<file path="src/rtl/uart_pkg.sv">
// Shared UART definitions used by the receiver and the transmitter.
//   P_NONE/P_ODD/P_EVE : parity selection values for PARITY_TYPE
//   rx_state_t         : receiver frame-tracking states
//   SAMPLE_TICK        : oversample tick (of 16 per bit cell) at which the line is sampled
//   calc_div           : clocks per 16x oversample tick, rounded to nearest
package uart_pkg;

  localparam int P_NONE = 0;
  localparam int P_ODD  = 1;
  localparam int P_EVE  = 2;

  localparam int SAMPLE_TICK = 7;

  typedef enum logic [2:0] {
    IDLE      = 3'd0,
    START     = 3'd1,
    DATA      = 3'd2,
    PARITY    = 3'd3,
    STOP      = 3'd4,
    WAIT_HIGH = 3'd5
  } rx_state_t;

  function automatic int calc_div(input int clk_freq, input int baud_rate);
    int d;
    d = (clk_freq + 8 * baud_rate) / (16 * baud_rate);
    if (d < 1) d = 1;
    return d;
  endfunction

endpackage

</file>
<file path="src/rtl/uart_rx_tick.sv">
// 16x oversample tick generator for the UART receiver.
//   iClk  : system clock
//   iRst  : synchronous active-high reset
//   iEn   : run enable; while low the divider is held at zero so the first
//           tick after enabling arrives exactly DIV clocks later
//   oTick : registered one-clock pulse every DIV clocks while enabled
module uart_rx_tick #(
  parameter int DIV = 10
) (
  input  logic iClk,
  input  logic iRst,
  input  logic iEn,
  output logic oTick
);

  localparam int CW = (DIV > 1) ? $clog2(DIV) : 1;
  localparam logic [CW-1:0] LAST = CW'(DIV - 1);

  logic [CW-1:0] cnt;

  always_ff @(posedge iClk) begin
    if (iRst || !iEn) begin
      cnt   <= '0;
      oTick <= 1'b0;
    end else if (cnt == LAST) begin
      cnt   <= '0;
      oTick <= 1'b1;
    end else begin
      cnt   <= cnt + CW'(1);
      oTick <= 1'b0;
    end
  end

endmodule

</file>
<file path="src/rtl/uart_rx.sv">
// UART receiver: 16x oversampled, LSB first, optional odd/even parity,
// one or two stop bits.
//   iClk        : system clock, all logic on the rising edge
//   iRst        : synchronous active-high reset
//   iRx         : asynchronous serial input, idle high
//   oData_rx    : data word of the last completed frame
//   oValid_rx   : one-clock pulse when a frame completes
//   oParity_err : parity mismatch of the last frame (always 0 without parity)
//   oFrame_err  : a stop bit of the last frame was sampled low
//   oBusy_rx    : high from start detection until the receiver is idle again
module uart_rx
  import uart_pkg::*;
#(
  parameter int CLK_FREQ    = 50_000_000,
  parameter int BAUD_RATE   = 9600,
  parameter int BIT_LENGHT  = 8,
  parameter int PARITY_TYPE = 0,
  parameter int STOP_BITS   = 1
) (
  input  logic                  iClk,
  input  logic                  iRst,
  input  logic                  iRx,
  output logic [BIT_LENGHT-1:0] oData_rx,
  output logic                  oValid_rx,
  output logic                  oParity_err,
  output logic                  oFrame_err,
  output logic                  oBusy_rx
);

  localparam int DIV = calc_div(CLK_FREQ, BAUD_RATE);

  localparam logic [3:0] SAMPLE_AT = 4'(SAMPLE_TICK - 1);
  localparam logic [3:0] LAST_DATA = 4'(BIT_LENGHT - 1);
  localparam logic [3:0] LAST_STOP = 4'(STOP_BITS - 1);

  function automatic logic exp_parity(input logic [BIT_LENGHT-1:0] d);
    if (PARITY_TYPE == P_ODD) return ~^d;
    return ^d;
  endfunction

  // rx_p0/rx_p1 form the synchronizer; rx_p2 is the previous synchronized
  // value, used only for falling-edge detection in IDLE.
  logic rx_p0, rx_p1, rx_p2;
  logic rx;

  rx_state_t             state, state_nx;
  logic [3:0]            tick_cnt, tick_cnt_nx;
  logic [3:0]            bit_cnt, bit_cnt_nx;
  logic [BIT_LENGHT-1:0] shreg, shreg_nx;
  logic                  par_err, par_err_nx;
  logic                  frm_err, frm_err_nx;
  logic [BIT_LENGHT-1:0] data_nx;
  logic                  perr_out_nx, ferr_out_nx, valid_nx;

  logic tick, tick_en, sample;

  assign rx      = rx_p1;
  assign tick_en = (state != IDLE);

  uart_rx_tick #(.DIV(DIV)) u_tick (
    .iClk  (iClk),
    .iRst  (iRst),
    .iEn   (tick_en),
    .oTick (tick)
  );

  // tick_cnt wraps naturally mod 16; a sample is taken on the tick that
  // moves it to SAMPLE_TICK, so every sample is 16 ticks after the last.
  assign sample = tick && (tick_cnt == SAMPLE_AT);

  always_comb begin
    state_nx    = state;
    tick_cnt_nx = tick ? tick_cnt + 4'd1 : tick_cnt;
    bit_cnt_nx  = bit_cnt;
    shreg_nx    = shreg;
    par_err_nx  = par_err;
    frm_err_nx  = frm_err;
    data_nx     = oData_rx;
    perr_out_nx = oParity_err;
    ferr_out_nx = oFrame_err;
    valid_nx    = 1'b0;

    unique case (state)
      IDLE: begin
        tick_cnt_nx = '0;
        if (rx_p2 && !rx) begin
          state_nx   = START;
          bit_cnt_nx = '0;
          par_err_nx = 1'b0;
          frm_err_nx = 1'b0;
        end
      end

      START: begin
        if (sample) state_nx = rx ? IDLE : DATA;
      end

      DATA: begin
        if (sample) begin
          shreg_nx = {rx, shreg[BIT_LENGHT-1:1]};
          if (bit_cnt == LAST_DATA) begin
            bit_cnt_nx = '0;
            state_nx   = (PARITY_TYPE != P_NONE) ? PARITY : STOP;
          end else begin
            bit_cnt_nx = bit_cnt + 4'd1;
          end
        end
      end

      PARITY: begin
        if (sample) begin
          par_err_nx = (rx != exp_parity(shreg));
          state_nx   = STOP;
        end
      end

      STOP: begin
        if (sample) begin
          frm_err_nx = frm_err | ~rx;
          if (bit_cnt == LAST_STOP) begin
            bit_cnt_nx  = '0;
            valid_nx    = 1'b1;
            data_nx     = shreg;
            perr_out_nx = par_err;
            ferr_out_nx = frm_err | ~rx;
            // A low line here is a break or a missing stop bit; hold off
            // new starts until the line has been seen high.
            state_nx    = rx ? IDLE : WAIT_HIGH;
          end else begin
            bit_cnt_nx = bit_cnt + 4'd1;
          end
        end
      end

      WAIT_HIGH: begin
        if (rx) state_nx = IDLE;
      end

      default: state_nx = IDLE;
    endcase
  end

  always_ff @(posedge iClk) begin
    if (iRst) begin
      rx_p0       <= 1'b1;
      rx_p1       <= 1'b1;
      rx_p2       <= 1'b1;
      state       <= IDLE;
      tick_cnt    <= '0;
      bit_cnt     <= '0;
      shreg       <= '0;
      par_err     <= 1'b0;
      frm_err     <= 1'b0;
      oData_rx    <= '0;
      oValid_rx   <= 1'b0;
      oParity_err <= 1'b0;
      oFrame_err  <= 1'b0;
      oBusy_rx    <= 1'b0;
    end else begin
      rx_p0       <= iRx;
      rx_p1       <= rx_p0;
      rx_p2       <= rx_p1;
      state       <= state_nx;
      tick_cnt    <= tick_cnt_nx;
      bit_cnt     <= bit_cnt_nx;
      shreg       <= shreg_nx;
      par_err     <= par_err_nx;
      frm_err     <= frm_err_nx;
      oData_rx    <= data_nx;
      oValid_rx   <= valid_nx;
      oParity_err <= perr_out_nx;
      oFrame_err  <= ferr_out_nx;
      oBusy_rx    <= (state_nx != IDLE);
    end
  end

endmodule
</file>
<file path="config.mk">
export PLATFORM = sky130hd
export DESIGN_NAME = uart_rx
export DESIGN_NICKNAME = d
export VERILOG_FILES = /design/src/rtl/uart_pkg.sv /design/src/rtl/uart_rx_tick.sv /design/src/rtl/uart_rx.sv
export SDC_FILE = /design/constraint.sdc
export NUM_CORES = 1
export LEC_CHECK = 0
export CAP_MARGIN = 10
export CORE_MARGIN = 4
export CORE_UTILIZATION = 50
export CTS_CLUSTER_DIAMETER = 30
export CTS_CLUSTER_SIZE = 14
export DETAILED_ROUTE_END_ITERATION = 7
export PLACE_DENSITY = 0.79
export SLEW_MARGIN = 10
export SYNTH_ARGS = -nofsm -noshare
export SYNTH_HDL_FRONTEND = slang
export SYNTH_HIERARCHICAL = 1
export SYNTH_SLANG_ARGS = --single-unit
</file>
<file path="constraint.sdc">
create_clock -name iClk -period 3.8 [get_ports iClk]
set_input_delay 0.95 -clock iClk [delete_from_list [all_inputs] [get_ports iClk]]
set_output_delay 0.95 -clock iClk [all_outputs]
set_load 0.05 [all_outputs]
</file>
* After elaboration in Yosys (flattened, before gate mapping)
Index checks and enable logic that the tools add are counted.
** Cells by class
- Add/subtract/negate cells :: 3
- Equality and inequality tests :: 13
- Muxes and demuxes :: 24
- Bitwise gates (word level) :: 4
- Reductions and logical operators :: 21
** Operator list (count)
- $mux 3 :: 9
- $mux 4 :: 5
- $pmux 3 s6 :: 1
- $pmux 4 s3 :: 1
- $add 9x1->9 const B :: 1
- $eq 9x9->1 const B :: 1
- $reduce_and 3->1 :: 3
- $reduce_bool 3->1 :: 3
- $add 4x1->4 const B :: 2
- $eq 4x3->1 const B :: 2
- $ne 2x2->1 const B :: 4
- $reduce_xor 8->1 :: 1
- $eq 3x2->1 const B :: 2
- $eq 3x3->1 const B :: 2
- $mux 1 :: 5
- $logic_not 4->1 :: 1
- $pmux 1 s2 :: 2
- $reduce_and 4->1 :: 1
- $reduce_bool 2->1 :: 2
- $reduce_or 2->1 :: 2
- $eq 3x1->1 const B :: 1
- $logic_not 3->1 :: 1
- $not 1->1 :: 3
- $reduce_or 3->1 :: 1
- 7 further kinds :: 9
** Word-level totals
- Bits in registers :: 46
- Input bits :: 3
- Output and inout bits :: 12
- Logic and storage cells :: 81

* Longest topological paths before layout
- Word-level depth :: 5
- Gate-level depth with buffers :: 7
- Depth with buffers taken out :: 6

* Hierarchy
The synthesis kept the hierarchy.
** By module, submodules not included
- uart_rx :: instances 1, cells each 183, area each 1731.7 um^2, seq. area each 720.7 um^2
- uart_rx_tick :: instances 1, cells each 47, area each 455.4 um^2, seq. area each 200.2 um^2

* Least setup slack after synthesis
Ideal clock, no wire load.
- Kind :: reg2reg
- Start :: register tick_cnt[0]
- End :: register bit_cnt[2]
- Library setup time :: 0.071 ns
- Data arrival time :: 1.709 ns
- Data required time :: 3.729 ns
- Setup slack :: 2.020 ns
- Stages on the path, launching flop included :: 8
- Path buffers :: 1
- Clock period less this slack :: 1.780 ns
- Cell sequence :: dfxtp_1 > inv_1 > ha_1 > nand4b_4 > or3_1 > buf_6 > a2111o_1 > a21oi_1
** On the way
- Longest elaborated chain between the ends :: 4
- Elaborated cells on any way between the ends :: 5
- Those cells by class :: eq/ne (3); reduce/logical (2)
** Ends and longest elaborated chain
- start, declared :: line uart_rx.sv:47 : logic [3:0] tick_cnt, tick_cnt_nx;
- start signal, assigned :: line uart_rx.sv:164 : tick_cnt <= tick_cnt_nx;
- $eq 4x3->1 (*) :: line uart_rx.sv:69 : assign sample = tick && (tick_cnt == SAMPLE_AT);
- $logic_and 1x1->1 (*) :: line uart_rx.sv:69
- $ne 2x2->1 (no line)
- $reduce_and 4->1 (no line) (*)
- end signal, assigned :: line uart_rx.sv:165 : bit_cnt <= bit_cnt_nx;
- end, declared :: line uart_rx.sv:48 : logic [3:0] bit_cnt, bit_cnt_nx;
Every way passes the cells marked *; elsewhere a longest branch is shown, timed or not.
A chain may end at the register's enable or synchronous reset.

* Final worst setup path
- Start :: register oParity_err
- End :: output oParity_err
** RTL lines
- start, declared :: line uart_rx.sv:25 : output logic oParity_err,
- start signal, assigned :: line uart_rx.sv:171 : oParity_err <= perr_out_nx;
No word-level cell between the ends.

==> results by group <==
Yosys
  – Sequential area share after synthesis: a little over two fifths
  – Number of enable flip-flop cells after synthesis: 0
  – Synth unique cells: 53
  – Synth Warn #: 6
  – Most used flip-flop cell after synthesis: dfxtp_1
  – Netlist Area Pre-Place: around 2200 µm²
  – Post-Syn Nets: about 240
  – Syn Inst Count: 230
  – Mean Syn Cell Area: between 9 and 10 µm²
  – FF+latch count, synth: 46
  – Asr flop ratio synth: 0%

Global route
  – Gr usage total: between 10% and 20%
  – First-pass GRT wire length: 6570 µm
  – Total grt overflow: 0
  – Initial antenna violation count: 0
  – Largest net degree at the start of global routing: 36
  – Vias in the first global route: 1518

Clock tree
  – CTS tree: done
  – Max Buffers Root-to-Sink: 2
  – CTS sink cnt: 46
  – Number of setup buffers added after CTS: 0
  – CTS clock-pin slew for the worst setup and hold paths: 0.08 ns
  – Hold Buf Count CTS: 0
  – Clock Latency Late Sink: 0.30 ns
  – Cts repair resizes: 0
  – H-tree Lvls: 2
  – CTS root buffer: clkbuf_8
  – TritonCTS buffer count: 5

Placement
  – Placed Area: 2320 µm²
  – Buffers on Ports: 14
  – GP Congestion: 0.757
  – Hpwl dp: 2500 µm

Power and ir drop
  – Peak VDD IR: 275 µV
  – Leakage: 0.851 nW
  – Overall power: 0.853 mW
  – PD cells: 351 nW/µm²

Routing
  – Total Wirelength: about 3800 µm
  – Routed vias: 1592
  – DRC: 0
  – DRT Pass-1 Iters: 4
  – DR iter-0 viols: 105
  – DR vias/cell: between 5 and 6
  – DR WL/cell: 13.0 µm
  – Final antenna-violating net count: 0

Worst setup path
  – Worst R2R Path Depth: 6
  – Crit start category: flop
  – Crit path DAT: 1.45 ns
  – R2R Setup Slk: around 1.5 ns
  – Buffer and inverter count on the worst path: 1
  – Required @ worst endpoint: 2.85 ns
  – Largest delay share family, worst path: buffers and inverters
  – Slowest stage delay, CP: slightly above 0.8 ns
  – R2r startpoint: bit_cnt[0]$_SDFFE_PP0P_
  – Crit Path Category: reg2out
  – Worst-path fanout max: 2
  – Critical Path Stages: 1
  – CP max stage cell: clkdlybuf4s50_1
  – FF-to-FF End: oData_rx[5]$_SDFFE_PP0P_
  – Worst setup EP type: output port
  – Worst path cell trace: clkdlybuf4s50_1

Timing
  – Fmax: 0.417 GHz
  – Setup Skew: 0.00776 ns
  – Worst Tran Pin Value: 0.929 ns
  – Final period util: about 63%
  – Number of hold violations in the final report: 0
  – Slew Limit Fails: 0
  – RSZ-0062 raised after global routing: false
  – Fin Hold WS: 0.423 ns
  – Setup violations, final: 0
  – Min Tclk post-route: 2.40 ns
  – Setup TNS: 0 ns
  – Slew headroom: between 30% and 40%

Floorplan
  – Core Box Area: 4120 µm²
  – Row count: 23
  – Num ports: 15
  – Die area: between 5000 and 6000 µm²
  – Initial Util: 53.1%
  – Die width: 74.1 µm
  – Die Span Y: 74.1 µm

Hold path
  – Hold Path Origin: rx_p0$_SDFF_PP1_
  – Hold depth: 1
  – Hold WC Path Type: reg2reg
  – WHS Endpoint: rx$_SDFF_PP1_

Cells and area
  – Antenna Cells: 0
  – Design area: 2430 µm²
  – Multi-input gate area: 1150 µm²
  – Register area: about 900 µm²
  – Layout cells sized above 1: 10.9%
  – Filler Cells Inserted: 354
  – Finished Core Util: 59.0%
  – Area Overhead vs Synth: 11.0%
  – Final net count: 247

Run status
  – Outcome: finished clean

Flow run
  – Max Cap Viol: 0
## metal layers
metal | wire [µm] | GRT usage [%] | vias up
li1 | - | - | 818
met1 | 1780 | 18.8 | 742
met2 | 1760 | 24.9 | 25
met3 | 151 | 4.05 | 7
met4 | 77 | 8.25 | 0
met5 | 0 | 0 | -
## registers in the layout, summed over array words and instances (netlist names), 3 cells and up
| register | count |
|---|---|
| tick_cnt | 4 |
| shreg | 8 |
| oData_rx | 8 |
| state | 3 |
| bit_cnt | 4 |
| u_tick/cnt | 9 |
## where the power goes
group	switching, mW	internal [mW]	leakage (nW)
clock network	0.155	0.184	0.0575
registers	0.00497	0.484	0.371
logic	0.0148	0.0110	0.422
## cell families (layout without fill, tap and decap cells)
family | Yosys count | after routing | synth area share, %
and+or+nand+nor | 80 | 80 | 22.0
DFF | 46 | 46 | 42.1
AOI/OAI and AO/OA | 44 | 44 | 13.4
buffers and inverters | 24 | 33 | 5.38
muxes | 17 | 17 | 7.78
xor gates and xnor gates | 13 | 13 | 5.84
adders and majority gates | 6 | 6 | 3.43
## final cells by class
class,instances,area share (%)
sequential,46,37.9
clock buffer,8,4.54
tap,50,2.58
multi-input combinational,160,47.3
timing repair buffer,15,6.08
inverter,10,1.55
## Yosys cell counts, types with 4 or more instances
| cell type | count | area [µm²] |
|---|---|---|
| clkbuf_1 | 6 | 22.5 |
| nor2_1 | 27 | 101 |
| inv_1 | 10 | 37.5 |
| a31oi_1 | 4 | 25.0 |
| nand2_1 | 7 | 26.3 |
| nand4_1 | 5 | 31.3 |
| xnor2_1 | 6 | 52.6 |
| o21ai_0 | 8 | 40.0 |
| xor2_1 | 6 | 52.6 |
| a21oi_1 | 11 | 55.1 |
| dfxtp_1 | 46 | 921 |
| buf_2 | 4 | 20.0 |
| or3_1 | 9 | 56.3 |
| a21oi_2 | 4 | 35.0 |
| nand3_1 | 6 | 30.0 |
| mux2i_1 | 17 | 170 |
| ha_1 | 6 | 75.1 |
## worst max-delay path by stage
stage | slack (ns) | to | start
6_report | 1.40 | oParity_err | oParity_err$_SDFFE_PP0P_
5_1_grt | 1.32 | oBusy_rx$_SDFF_PP0_ | bit_cnt[0]$_SDFFE_PP0P_
4_1_cts | 1.39 | oParity_err | oParity_err$_SDFFE_PP0P_
3_5_place_dp | 1.40 | u_tick/cnt[1]$_SDFF_PP0_ | iRst
3_3_place_gp | 1.43 | u_tick/cnt[1]$_SDFF_PP0_ | iRst
2_1_floorplan | 2.02 | bit_cnt[2]$_SDFFE_PP0P_ | tick_cnt[0]$_SDFFE_PP0P_
## cell usage in the layout (no fill, tap or decap), types with 4 or more instances in the layout
cell type and instances:
dfxtp_1 46, a31oi_1 4, a21oi_1 11, nand2_1 7, a21oi_2 4, xor2_1 6
clkdlybuf4s50_1 14, clkbuf_8 8, mux2i_1 17, nor2_1 27, or3_1 9, ha_1 6
inv_1 10, xnor2_1 6, nand4_1 5, nand3_1 6, o21ai_0 8
## through the flow
| step | setup WS (ns) | instances |
|---|---|---|
| 3_3_place_gp | 1.43 | 281 |
| 6_report | 1.40 | 289 |
| 4_1_cts | 1.39 | 289 |
| 3_5_place_dp | 1.40 | 281 |
| 2_1_floorplan | 2.02 | 230 |
| 5_1_grt | 1.32 | 289 |
Power figures use the tool's default switching activity.
